### config.mk
export PLATFORM = sky130hd
export DESIGN_NAME = event_op_queue
export DESIGN_NICKNAME = d
export VERILOG_FILES = /design/src/rtl/event_op_queue.sv
export SDC_FILE = /design/constraint.sdc
export NUM_CORES = 1
export LEC_CHECK = 0
export ABC_AREA = 1
export BUFFER_PORTS_ARGS = -buffer_cell sky130_fd_sc_hd__buf_2
export CORE_UTILIZATION = 35
export CTS_CLUSTER_SIZE = 25
export DETAILED_ROUTE_END_ITERATION = 10
export PLACE_DENSITY = 0.65
export SLEW_MARGIN = 10
export SYNTH_ARGS = -nofsm -noshare
export SYNTH_HDL_FRONTEND = slang
export SYNTH_SLANG_ARGS = --single-unit
### constraint.sdc
create_clock -name clk -period 1.6 [get_ports clk]
set_input_delay 0.4 -clock clk [delete_from_list [all_inputs] [get_ports clk]]
set_output_delay 0.4 -clock clk [all_outputs]
set_load 0.03 [all_outputs]
### src/rtl/event_op_queue.sv
// Event-driven operand unit: each in0 strobe computes op(in1, in2) and queues the
// result in a show-ahead FIFO with a valid/ready output. Define EVENT_OP_ADD_EN to make op=11 an adder.
module event_op_queue #(
    parameter int WIDTH = 4,
    parameter int DEPTH = 4
) (
    input  logic                     clk,
    input  logic                     rst,
    input  logic                     in0,
    input  logic [1:0]               op,
    input  logic [WIDTH-1:0]         in1,
    input  logic [WIDTH-1:0]         in2,
    output logic [WIDTH-1:0]         out,
    output logic                     out_carry,
    output logic                     out_valid,
    input  logic                     out_ready,
    output logic                     full,
    output logic                     empty,
    output logic [$clog2(DEPTH):0]   level,
    output logic [7:0]               drop_cnt
);

    localparam int AW = $clog2(DEPTH);
    localparam int LW = AW + 1;

    typedef struct packed {
        logic             carry;
        logic [WIDTH-1:0] data;
    } entry_t;

    entry_t          mem [DEPTH];
    entry_t          result;
    entry_t          head;
    logic [AW-1:0]   wr_ptr;
    logic [AW-1:0]   rd_ptr;
    logic            push;
    logic            pop;
    logic            drop;

    always_comb begin
        // NOTE: every variable written here gets a default first, so no path infers a latch.
        result = '0;
        case (op)
            2'b00: result.data = in1 & in2;
            2'b01: result.data = in1 | in2;
            2'b10: result.data = in1 ^ in2;
            2'b11: begin
`ifdef EVENT_OP_ADD_EN
                {result.carry, result.data} = {1'b0, in1} + {1'b0, in2};
`else
                result.data = ~(in1 & in2);
`endif
            end
        endcase
    end

    // Occupancy flags come from the level register, never from pointer comparison.
    assign full      = (level == LW'(DEPTH));
    assign empty     = (level == '0);
    assign out_valid = !empty;

    assign head      = mem[rd_ptr];
    assign out       = empty ? '0 : head.data;
    assign out_carry = !empty && head.carry;

    // A pop frees a slot on the same edge, so a full queue still accepts a push.
    assign pop  = out_valid && out_ready;
    assign push = in0 && (!full || pop);
    assign drop = in0 && full && !pop;

    // NOTE: storage is deliberately not reset; stale entries are never visible because the head is masked while empty.
    always_ff @(posedge clk) begin
        if (push && !rst) begin
            mem[wr_ptr] <= result;
        end
    end

    // NOTE: sequential state uses non-blocking assignments so all registers update from pre-edge values.
    always_ff @(posedge clk) begin
        if (rst) begin
            wr_ptr   <= '0;
            rd_ptr   <= '0;
            level    <= '0;
            drop_cnt <= '0;
        end else begin
            if (push) wr_ptr <= wr_ptr + AW'(1);
            if (pop)  rd_ptr <= rd_ptr + AW'(1);
            case ({push, pop})
                2'b10:   level <= level + LW'(1);
                2'b01:   level <= level - LW'(1);
                default: level <= level;
            endcase
            if (drop && drop_cnt != 8'hFF) drop_cnt <= drop_cnt + 8'd1;
        end
    end

endmodule

==> metrics.txt <==
status=finished with violations; failing checks=negative setup slack; Critical Path Sink=out[3]; DRC=0; Die Area=5640 um2; CP max FO=4; Final Hold Fails=0; Post-synth EDFFs=16; relative slew slack=0.538; CP endpoint kind=output pin; total power=2.70 mW; Synth Net Count=254; WHS=0.447 ns; largest area contributor in the netlist=edfxtp_1; post-synthesis xor/xnor area fraction=0.0187; via count=1560; core area=5140 um2; Mean Syn Cell Area=8.27 um2; row count=26; clk_lat worst skew=0.29 ns; # port buffers=31; Vias per Instance=4.55; setup violators final=4; Placed Instances=334; clock buffer depth=2; CTS tree=yes; Fill cells=525; post-route ant nets=0; Pre-antenna DRT Iters=4; Routed WL=3480 um; Final Critical Period=1.69 ns; Net Switching=926 uW; P per Cell Area=1110 nW/um2; Worst R2R End=level[2]; part of the power in registers=0.377; Die W=75.1 um; Global Route Usage Sum=0.141; Post-synth top cells=nand2_1 (34), inv_1 (33), nor2_1 (27), a21oi_1 (18), dfxtp_1 (17); CTS clk-pin slew, worst paths=0.08 ns; Least-Margin Pin Slew=0.684 ns; Clock Sinks=33; Post-Syn Area=1870 um2; Hold-fix buffers, CTS=0; Logic pwr share=0.326; routed wl met3=136 um; Warnings, synthesis=0; Hold WC Path Type=primary input to register; Reg-to-Reg Start=level[2]; M1 WL=1660 um; Reg area=840 um2; Max Cap Viol=0; Adder-Cell Fraction of Synth Area=0.0977; worst endpoint data arrival time=1.29 ns; fin worst setup slack=-0.0920 ns; Yosys reg bits=33; met2 routed WL=1630 um; Multi-input gate area=948 um2; Clock power frac=0.297; starting density of the core=0.364; Syn-to-layout area delta=29.8%; largest family of logic cells by synthesized area=simple AND/OR/NAND/NOR gates; Lkg Pwr=1.09 nW; layout cells sized above 1=0.326; non-filler cells, final=343; Crit Path Category=register to output pin; count of cell types in the netlist=31; RSZ-0062 raised after global routing=true; share of Yosys cell area claimed by the top area cell type=0.257; die height=75.1 um; DPL Wire Length=2740 um; Finished Core Util=0.472; TritonCTS buffer count=5; Sw Share=0.343; most frequent cell after synthesis=nand2_1; setup slack, reg-to-reg=0.08 ns; initial antenna violation count=0; simple-gate share of the synthesized area=0.228; Max H-tree Level=2; asr flop ratio synth=0; Root Buffer=clkbuf_8; sequential share of the synthesized area=0.439; Initial DRC Count=46; grt ovf=0; critical path required time=1.20 ns; Internal Power=1.77 mW; Layout Nets=300; startpoint types=register; Antenna Cells=0; highest ir drop seen on vdd=0.537 mV; top routing layer used=met4; Top FF cell, synth=dfxtp_1; largest net degree at the start of global routing=13; top cells by area, synth=edfxtp_1 (26%), dfxtp_1 (18%), ha_1 (8.7%); Setup Skew=0.00551 ns; post-DR wirelength/cell=10.2 um; gp weighted congestion=0.765; Max Slew Vio Count=0; compound-gate portion of the synthesized area=0.125; Final Cycle Share=1.06; post-synthesis mux area share=0; Ports=33; Synth Instances=226; global-route wire length before repair=5970 um; FF-to-FF path depth=10; vias in the first global route=1384; FMAX=591 MHz
-- repair_timing --
item | 4_1_cts | 5_1_grt
buffers inserted | 0 | 1
gates resized for setup | 22 | 14
pin swaps | 4 | 7
endpoints found under the setup margin | 5 | 8
-- state kept, by name (all words and copies together) (netlist names), named ones only --
name / count
level: 3
wr_ptr: 2
drop_cnt: 8
rd_ptr: 2
mem: 16
-- worst min path at each step --
stage | from | endpoint | slack [ns] | depth (start not counted)
floorplan | rd_ptr[0] | register | 0.45 | 1
global placement | rd_ptr[0] | register | 0.47 | 1
detailed placement | rd_ptr[0] | rd_ptr[0] | 0.49 | 1
CTS | rst | drop_cnt[6] | 0.44 | 3
global route | rst | drop_cnt[6] | 0.46 | 3
finish | rst | drop_cnt[6] | 0.45 | 3
-- layout make-up --
| class | instances | share of cell area |
|---|---|---|
| Multi-Input combinational cell | 150 | 0.391 |
| Timing Repair Buffer | 43 | 0.117 |
| Sequential cell | 33 | 0.346 |
| Clock inverter | 3 | 0.0191 |
| Inverter | 39 | 0.0629 |
| Tap cell | 70 | 0.0361 |
| Clock buffer | 5 | 0.0284 |
-- power groups by stage --
stage	combinational (mW)	sequential, mW	clock, mW
floorplan	0.527	1.06	0
global placement	0.761	1.03	0
detailed placement	0.776	1.03	0
CTS	0.855	1.01	0.816
global route	0.973	1.02	0.847
finish	0.879	1.02	0.800
-- through the flow --
step	TNS (ns)	worst slack (ns)	instance area, um2
2_1_floorplan	0	0.00152	1920
3_3_place_gp	-0.218	-0.0371	2220
3_5_place_dp	-0.286	-0.0394	2220
4_1_cts	-0.344	-0.0859	2380
5_1_grt	-0.664	-0.151	2430
6_report	-0.277	-0.0920	2430
-- worst max-delay path, cell delays in order, from the launching register on --
cell and delay, ns:
dfxtp_4 0.37, buf_6 0.12, nor2_1 0.04, nor2_1 0.07, o21ai_1 0.09, a21oi_2 0.17
buf_6 0.15
-- layer usage --
| layer | GRT usage | vias up |
|---|---|---|
| li1 | - | 835 |
| met1 | 0.182 | 695 |
| met2 | 0.221 | 25 |
| met3 | 0.0361 | 5 |
| met4 | 0.0629 | 0 |
| met5 | 0 | - |
-- placed cells by master, fill, tap and decap left out, types with 8 or more instances in the layout --
| cell type | instances |
|---|---|
| a21oi_1 | 14 |
| buf_2 | 25 |
| buf_4 | 12 |
| dfxtp_1 | 12 |
| edfxtp_1 | 16 |
| ha_1 | 13 |
| inv_1 | 30 |
| nand2_1 | 34 |
| nand3_1 | 12 |
| nor2_1 | 22 |
| o21ai_0 | 8 |
-- kinds of logic after synthesis --
kind of cell | Yosys count
AND/OR/NAND/NOR | 90
buffers and inverters | 43
AO/OA/AOI/OAI | 41
flip-flops | 33
adder cells (fa/ha/maj) | 14
XOR/XNOR | 4
other | 1
Note: power is estimated with default switching activity, not from simulation.
